===== config.mk =====
export PLATFORM = sky130hd
export DESIGN_NAME = fifo_rd_packer
export DESIGN_NICKNAME = d
export VERILOG_FILES = /design/src/rtl/fifo_rd_packer.sv
export SDC_FILE = /design/constraint.sdc
export NUM_CORES = 1
export LEC_CHECK = 0
export BUFFER_PORTS_ARGS = -buffer_cell sky130_fd_sc_hd__buf_4
export CAP_MARGIN = 0
export CORE_MARGIN = 5
export CORE_UTILIZATION = 45
export DETAILED_ROUTE_END_ITERATION = 7
export PLACE_DENSITY = 0.72
export SLEW_MARGIN = 10
export SYNTH_ARGS = -nofsm -noshare
export SYNTH_HDL_FRONTEND = slang
export SYNTH_SLANG_ARGS = --single-unit

===== constraint.sdc =====
create_clock -name i_clk -period 1.59 [get_ports i_clk]
set_input_delay 0.0795 -clock i_clk [delete_from_list [all_inputs] [get_ports i_clk]]
set_output_delay 0.0795 -clock i_clk [all_outputs]
set_load 0.005 [all_outputs]

===== src/rtl/fifo_rd_packer.sv =====
// fifo_rd_packer
// Read-side consumer for a show-ahead synchronous FIFO. Narrow FIFO words are
// popped and packed PACK at a time into one wide beat, which is then offered
// downstream over a valid/ready stream. A flush request closes out a partially
// filled beat so trailing words never sit in the packer.
//
// Ports:
//   i_clk         clock, all state on the rising edge
//   i_rst         asynchronous active-high reset
//   i_fifo_data   FIFO head word, valid whenever i_fifo_empty=0
//   i_fifo_empty  FIFO empty flag
//   o_fifo_rd_en  pop request; the FIFO advances at an edge where this is 1
//   i_flush       single-cycle request to emit the current partial beat
//   o_data        packed beat, word k at [k*WIDTH +: WIDTH], first word at LSB
//   o_words       number of valid words in o_data (1..PACK while o_valid=1)
//   o_valid       beat valid
//   i_ready       downstream accepts the beat when o_valid=1
module fifo_rd_packer #(
  parameter int WIDTH    = 4,
  parameter int PACK     = 4,
  parameter int PACK_LEN = 2
) (
  input  logic                    i_clk,
  input  logic                    i_rst,
  input  logic [WIDTH-1:0]        i_fifo_data,
  input  logic                    i_fifo_empty,
  output logic                    o_fifo_rd_en,
  input  logic                    i_flush,
  output logic [WIDTH*PACK-1:0]   o_data,
  output logic [PACK_LEN:0]       o_words,
  output logic                    o_valid,
  input  logic                    i_ready
);

  typedef enum logic {
    S_FILL,
    S_HOLD
  } state_t;

  localparam logic [PACK_LEN:0] LP_ONE  = (PACK_LEN+1)'(1);
  localparam logic [PACK_LEN:0] LP_LAST = (PACK_LEN+1)'(PACK - 1);
  localparam logic [PACK_LEN:0] LP_FULL = (PACK_LEN+1)'(PACK);

  state_t                  r_state;
  logic [PACK_LEN:0]       r_count;
  logic [PACK_LEN:0]       r_words;
  logic [WIDTH*PACK-1:0]   r_data;
  logic                    r_valid;

  logic                    w_pop;
  logic [PACK_LEN-1:0]     w_lane;

  // A held beat only makes room for a new word on the edge it is accepted,
  // so popping in HOLD is gated by i_ready; the word then lands in lane 0.
  assign w_pop  = !i_rst && !i_fifo_empty &&
                  ((r_state == S_FILL) || ((r_state == S_HOLD) && i_ready));
  assign w_lane = r_count[PACK_LEN-1:0];

  assign o_fifo_rd_en = w_pop;
  assign o_data       = r_data;
  assign o_words      = r_words;
  assign o_valid      = r_valid;

  // Packer FSM. The lanes double as the output register: they are cleared on
  // every handshake, so lanes left unfilled by a flushed beat read as zero.
  // In FILL, count is always below PACK, so its low bits index the next lane.
  always_ff @(posedge i_clk or posedge i_rst) begin
    if (i_rst) begin
      r_state <= S_FILL;
      r_count <= '0;
      r_words <= '0;
      r_data  <= '0;
      r_valid <= 1'b0;
    end else begin
      case (r_state)
        S_FILL: begin
          if (w_pop) begin
            r_data[w_lane*WIDTH +: WIDTH] <= i_fifo_data;
            r_count <= r_count + LP_ONE;
            // The last pop and a flush with a same-cycle pop both close the
            // beat including this word; with count at PACK-1 that is PACK.
            if ((r_count == LP_LAST) || i_flush) begin
              r_state <= S_HOLD;
              r_valid <= 1'b1;
              r_words <= r_count + LP_ONE;
            end
          end else if (i_flush && (r_count != '0)) begin
            r_state <= S_HOLD;
            r_valid <= 1'b1;
            r_words <= r_count;
          end
        end
        S_HOLD: begin
          if (i_ready) begin
            r_state <= S_FILL;
            r_valid <= 1'b0;
            r_words <= '0;
            r_data  <= '0;
            r_count <= '0;
            if (w_pop) begin
              r_data[WIDTH-1:0] <= i_fifo_data;
              r_count <= LP_ONE;
            end
          end
        end
        default: begin
          r_state <= S_FILL;
        end
      endcase
    end
  end

  // Interface and internal invariants.
  a_no_pop_empty: assert property (@(posedge i_clk) disable iff (i_rst)
    o_fifo_rd_en |-> !i_fifo_empty);

  a_hold_stable: assert property (@(posedge i_clk) disable iff (i_rst)
    (o_valid && !i_ready) |=> ($stable(o_data) && $stable(o_words)));

  a_words_nonzero: assert property (@(posedge i_clk) disable iff (i_rst)
    o_valid |-> (o_words != '0));

  a_count_bound: assert property (@(posedge i_clk) disable iff (i_rst)
    r_count <= LP_FULL);

endmodule


==> results_tabular.tex <==
\begin{tabular}{lr}
\hline
Metric & Value \\
\hline
\multicolumn{2}{l}{\textbf{Power}} \\
\quad Fraction of power consumed by the clock network & 0.168 \\
\quad Leakage dissipation & between 0.8 and 0.9 nW \\
\quad Switching power share of the total & 0.3545 \\
\quad Seq pwr share & 0.318 \\
\quad Internal cell power & 1.716 mW \\
\quad Switching Power & roughly 0.94 mW \\
\quad Portion of total power attributed to combinational logic & 0.513 \\
\quad IR Drop Worst-Case VDD & about 1.2 mV \\
\quad Power density relative to cell area & 1571 nW/um\^{}2 \\
\quad Pwr Total & around 2.7 mW \\
\multicolumn{2}{l}{\textbf{Setup path}} \\
\quad Worst setup endpoint & o\_valid\$\_DFFE\_PP0P\_ \\
\quad Library cell contributing the largest single delay on the critical path & sky130\_fd\_sc\_hd\_\_dfrtp\_2 \\
\quad Data arrival time of the critical path & around 1.8 ns \\
\quad RR Endpoint & o\_valid\$\_DFFE\_PP0P\_ \\
\quad Path length in cells of the critical path & 6 \\
\quad Crit Path Max Fanout & 5 \\
\quad Crit-path cells & inv\_2 -> ha\_4 -> nand2b\_1 -> nand3\_1 -> a22oi\_4 -> mux2\_2 \\
\quad Reg2reg path depth & 6 \\
\quad WP data required & 1.80 ns \\
\quad Nature of the critical path startpoint & flip-flop \\
\quad Launching element of the worst setup path & r\_count[0]\$\_DFFE\_PP0P\_ \\
\quad Category of cells accounting for the largest share of critical-path delay & flip-flops \\
\quad Setup Crit Path Kind & flip-flop to flip-flop \\
\quad Buffers plus inverters on the worst setup path & 1 \\
\quad R2R setup slack & 0.04 ns \\
\quad Kind of end point of the critical path & flip-flop \\
\quad Startpoint of the worst register-to-register path & r\_count[0]\$\_DFFE\_PP0P\_ \\
\quad Slowest Stage Delay on Critical Path & about 0.42 ns \\
\multicolumn{2}{l}{\textbf{Final layout}} \\
\quad Final layout net count & 189 \\
\quad Ant diodes & 0 \\
\quad Share of final-layout standard cells stronger than drive strength 1 & 0.4128 \\
\quad Filler-free cell count of the finished design & slightly above 200 \\
\quad Area growth, synth to finish & 39.96\% \\
\quad FILL cells & roughly 210 \\
\quad Most frequent cells in the layout & sky130\_fd\_sc\_hd\_\_buf\_4 (44), sky130\_fd\_sc\_hd\_\_nand2\_1 (36), sky130\_fd\_sc\_hd\_\_dfrtp\_1 (23) \\
\quad Most common library cell in the layout ignoring fill and taps & sky130\_fd\_sc\_hd\_\_buf\_4 \\
\multicolumn{2}{l}{\textbf{Detailed routing}} \\
\quad DRC & 0 \\
\quad Via total after detailed routing & 1,038 \\
\quad Drt total wl & around 2900 um \\
\quad Initial DRC Count & 39 \\
\quad Wire per inst & about 14 um \\
\quad Number of nets still failing antenna checks after routing & 0 \\
\quad First-pass iteration count of the detailed router & 4 \\
\quad Average vias per placed instance & between 5 and 6 \\
\multicolumn{2}{l}{\textbf{GRT}} \\
\quad Global router's overall resource usage & 0.1609 \\
\quad Number of global-route vias before repair & between 1k and 1.5k \\
\quad Wire length of the first global-routing pass & between 4000 and 5000 um \\
\quad Pin count of the biggest net entering global routing & 25 \\
\quad Number of antenna violations at the first check in global routing & 0 \\
\quad Grt total ovfl & 0 \\
\multicolumn{2}{l}{\textbf{Clock tree}} \\
\quad Post-CTS clock slew at the launch and capture registers of the worst setup and hold paths & around 0.15 ns \\
\quad CTS buffer count & 3 \\
\quad H-tree depth reported by CTS & 1 \\
\quad Clock Path Buffers & 2 \\
\quad Source-to-sink clock delay at the later pin of the worst-skew pair & $\sim$0.33 ns \\
\quad Clock net sink count & 24 \\
\quad Clock tree from TritonCTS & yes \\
\quad Clock tree root driver cell & sky130\_fd\_sc\_hd\_\_clkbuf\_4 \\
\multicolumn{2}{l}{\textbf{Timing}} \\
\quad Final max-slew violation count & 0 \\
\quad Share of the clock period used by the worst path after layout & 0.9744 \\
\quad Number of hold-slack violations in the final timing report & 0 \\
\quad Setup clock skew after layout & between 0.02 and 0.025 ns \\
\quad Post-route minimum period & between 1.5 and 2 ns \\
\quad Total negative slack & 0 ns \\
\quad Setup repair after global routing missed its margin & true \\
\quad Final setup violating endpoints & 0 \\
\quad Slew HR & 0.7804 \\
\quad Worst Max-Slew Pin Slew & 0.3291 ns \\
\quad Fmax achieved & between 0.6 and 0.7 GHz \\
\multicolumn{2}{l}{\textbf{Synth}} \\
\quad Net count after synthesis & 141 \\
\quad Cell area after synthesis & 1209 sq um \\
\quad Sequential share of the synthesized area & 0.4969 \\
\quad Gate count of the mapped netlist & about 130 \\
\quad Synth top area share & 0.4969 \\
\quad Top area cells in the synthesized netlist & sky130\_fd\_sc\_hd\_\_dfrtp\_1 (50\%), sky130\_fd\_sc\_hd\_\_nand2\_1 (11\%), sky130\_fd\_sc\_hd\_\_ha\_1 (7.2\%) \\
\quad Library cells used by synthesis & 28 \\
\quad Number of synthesis warnings & 0 \\
\quad Most area-hungry cell type in the Yosys netlist & sky130\_fd\_sc\_hd\_\_dfrtp\_1 \\
\quad Mean Syn Cell Area & around 9.7 sq um \\
\quad Flip-flop and latch count after synthesis & 24 \\
\multicolumn{2}{l}{\textbf{Worst hold path}} \\
\quad Cell count of the worst hold path & 3 \\
\quad Hold Crit Class & primary input to flip-flop \\
\quad Hold path start & i\_fifo\_data[2] \\
\multicolumn{2}{l}{\textbf{Die}} \\
\quad Core box area & around 2500 sq um \\
\quad Die boundary height & between 60 and 70 um \\
\quad Number of core rows & 18 \\
\quad Die area & around 3800 sq um \\
\quad Chip Width & between 60 and 70 um \\
\quad Number of top-level pins & 30 \\
\quad Starting Density & 0.4792 \\
\multicolumn{2}{l}{\textbf{Placement}} \\
\quad Global placement routability congestion & 0.7742 \\
\quad Input/output buffers & 29 \\
\quad Placed Cells incl. Taps & a little under 200 \\
\quad HPWL Detailed & roughly 2100 um \\
\multicolumn{2}{l}{\textbf{Run status}} \\
\quad Outcome & finished, final reports clean \\
\multicolumn{2}{l}{\textbf{Job}} \\
\quad Max-cap violations & 0 \\
\hline
\end{tabular}
## sequential cells by signal, indices dropped and copies added (netlist names)
signal   count
r_count      3
r_state      1
o_words      3
o_valid      1
o_data      16
## area by class of cell
| type | count | area, sq um | area share |
|---|---|---|---|
| Multi-Input combinational cell | 93 | 636.9 | 0.3765 |
| Clock buffer | 3 | 22.52 | 0.01331 |
| Clock inverter | 1 | 30.03 | 0.01775 |
| Tap cell | 30 | 37.54 | 0.02219 |
| Sequential cell | 24 | 601.8 | 0.3558 |
| Timing Repair Buffer | 45 | 340.3 | 0.2012 |
| Inverter | 6 | 22.52 | 0.01331 |
## stage by stage
stage	utilization	cell area (sq um)	setup slack [ns]	hold slack, ns
3_3_place_gp	0.6101	1539	0.06078	0.1715
2_1_floorplan	-	1210	0.004645	0.09405
4_1_cts	0.6419	1619	-0.01179	0.01670
3_5_place_dp	0.6101	1539	0.0007284	0.1809
5_1_grt	0.6706	1692	-0.007705	0.009499
6_report	0.6706	1692	0.04078	0.01775
## repair_timing
item	in CTS	in global routing
endpoints found under the setup margin	13	21
hold buffers	1	0
setup buffers	2	1
pin swaps	1	1
resized for setup	3	19
endpoints found under the hold margin	24	0
## how the worst min path moves through the flow
| stage | end | slack (ns) |
|---|---|---|
| floorplan | o_data[0]$_DFFE_PP0P_ | 0.09 |
| global placement | o_data[3]$_DFFE_PP0P_ | 0.17 |
| detailed placement | o_words[0]$_DFFE_PP0P_ | 0.18 |
| CTS | o_data[11]$_DFFE_PP0P_ | 0.02 |
| global route | o_data[11]$_DFFE_PP0P_ | 0.009 |
| finish | o_data[6]$_DFFE_PP0P_ | 0.02 |
## worst min-delay path, delay by kind of cell
family	cells	cell delay, ns
AO/OA/AOI/OAI	1	0.06
buffers and inverters	1	0.13
AND/OR/NAND/NOR	1	0.05
## power by group through the flow
stage | Clock (mW) | Sequential, mW | Combinational (mW)
6_report | 0.447 | 0.847 | 1.36
4_1_cts | 0.452 | 0.852 | 1.15
5_1_grt | 0.477 | 0.867 | 1.49
2_1_floorplan | 0 | 0.863 | 0.626
3_3_place_gp | 0 | 0.857 | 1.07
3_5_place_dp | 0 | 0.864 | 1.09
## Yosys cell counts
cell type	instances
sky130_fd_sc_hd__ha_1	7
sky130_fd_sc_hd__a22oi_4	1
sky130_fd_sc_hd__and2_2	1
sky130_fd_sc_hd__buf_2	1
sky130_fd_sc_hd__a221oi_1	1
sky130_fd_sc_hd__o21ai_0	16
sky130_fd_sc_hd__a21bo_2	1
sky130_fd_sc_hd__and4b_1	1
sky130_fd_sc_hd__inv_1	6
sky130_fd_sc_hd__o31ai_1	2
sky130_fd_sc_hd__xnor2_1	1
sky130_fd_sc_hd__nor2_2	1
sky130_fd_sc_hd__and2_1	1
sky130_fd_sc_hd__nand3_1	1
sky130_fd_sc_hd__nand2b_1	1
sky130_fd_sc_hd__or2b_1	1
sky130_fd_sc_hd__nor2_1	6
sky130_fd_sc_hd__a21o_2	1
sky130_fd_sc_hd__mux2_2	4
sky130_fd_sc_hd__a21oi_1	4
sky130_fd_sc_hd__a211oi_1	1
sky130_fd_sc_hd__a22oi_1	1
sky130_fd_sc_hd__nor3_4	1
sky130_fd_sc_hd__dfrtp_1	24
sky130_fd_sc_hd__nor4b_1	1
sky130_fd_sc_hd__buf_6	1
sky130_fd_sc_hd__nand2_1	36
sky130_fd_sc_hd__and4_1	2
## metal layers
metal,share of wire,GRT usage
met2,0.47,0.2750
met4,0.019,0.05152
met5,0,0
met1,0.44,0.2010
met3,0.068,0.03719
## cell families (layout without fill, tap and decap cells)
family                     Yosys count  after routing  synth area share
buffers and inverters                8             55           0.03209
xor gates and xnor gates             1              1          0.007248
DFF                                 24             24            0.4969
adders and majority gates            7              7           0.07246
AOI/OAI and AO/OA                   28             28            0.1480
and+or+nand+nor                     53             53            0.2060
muxes                                4              4           0.03726
No activity file was read; power rests on OpenSTA's default activity.
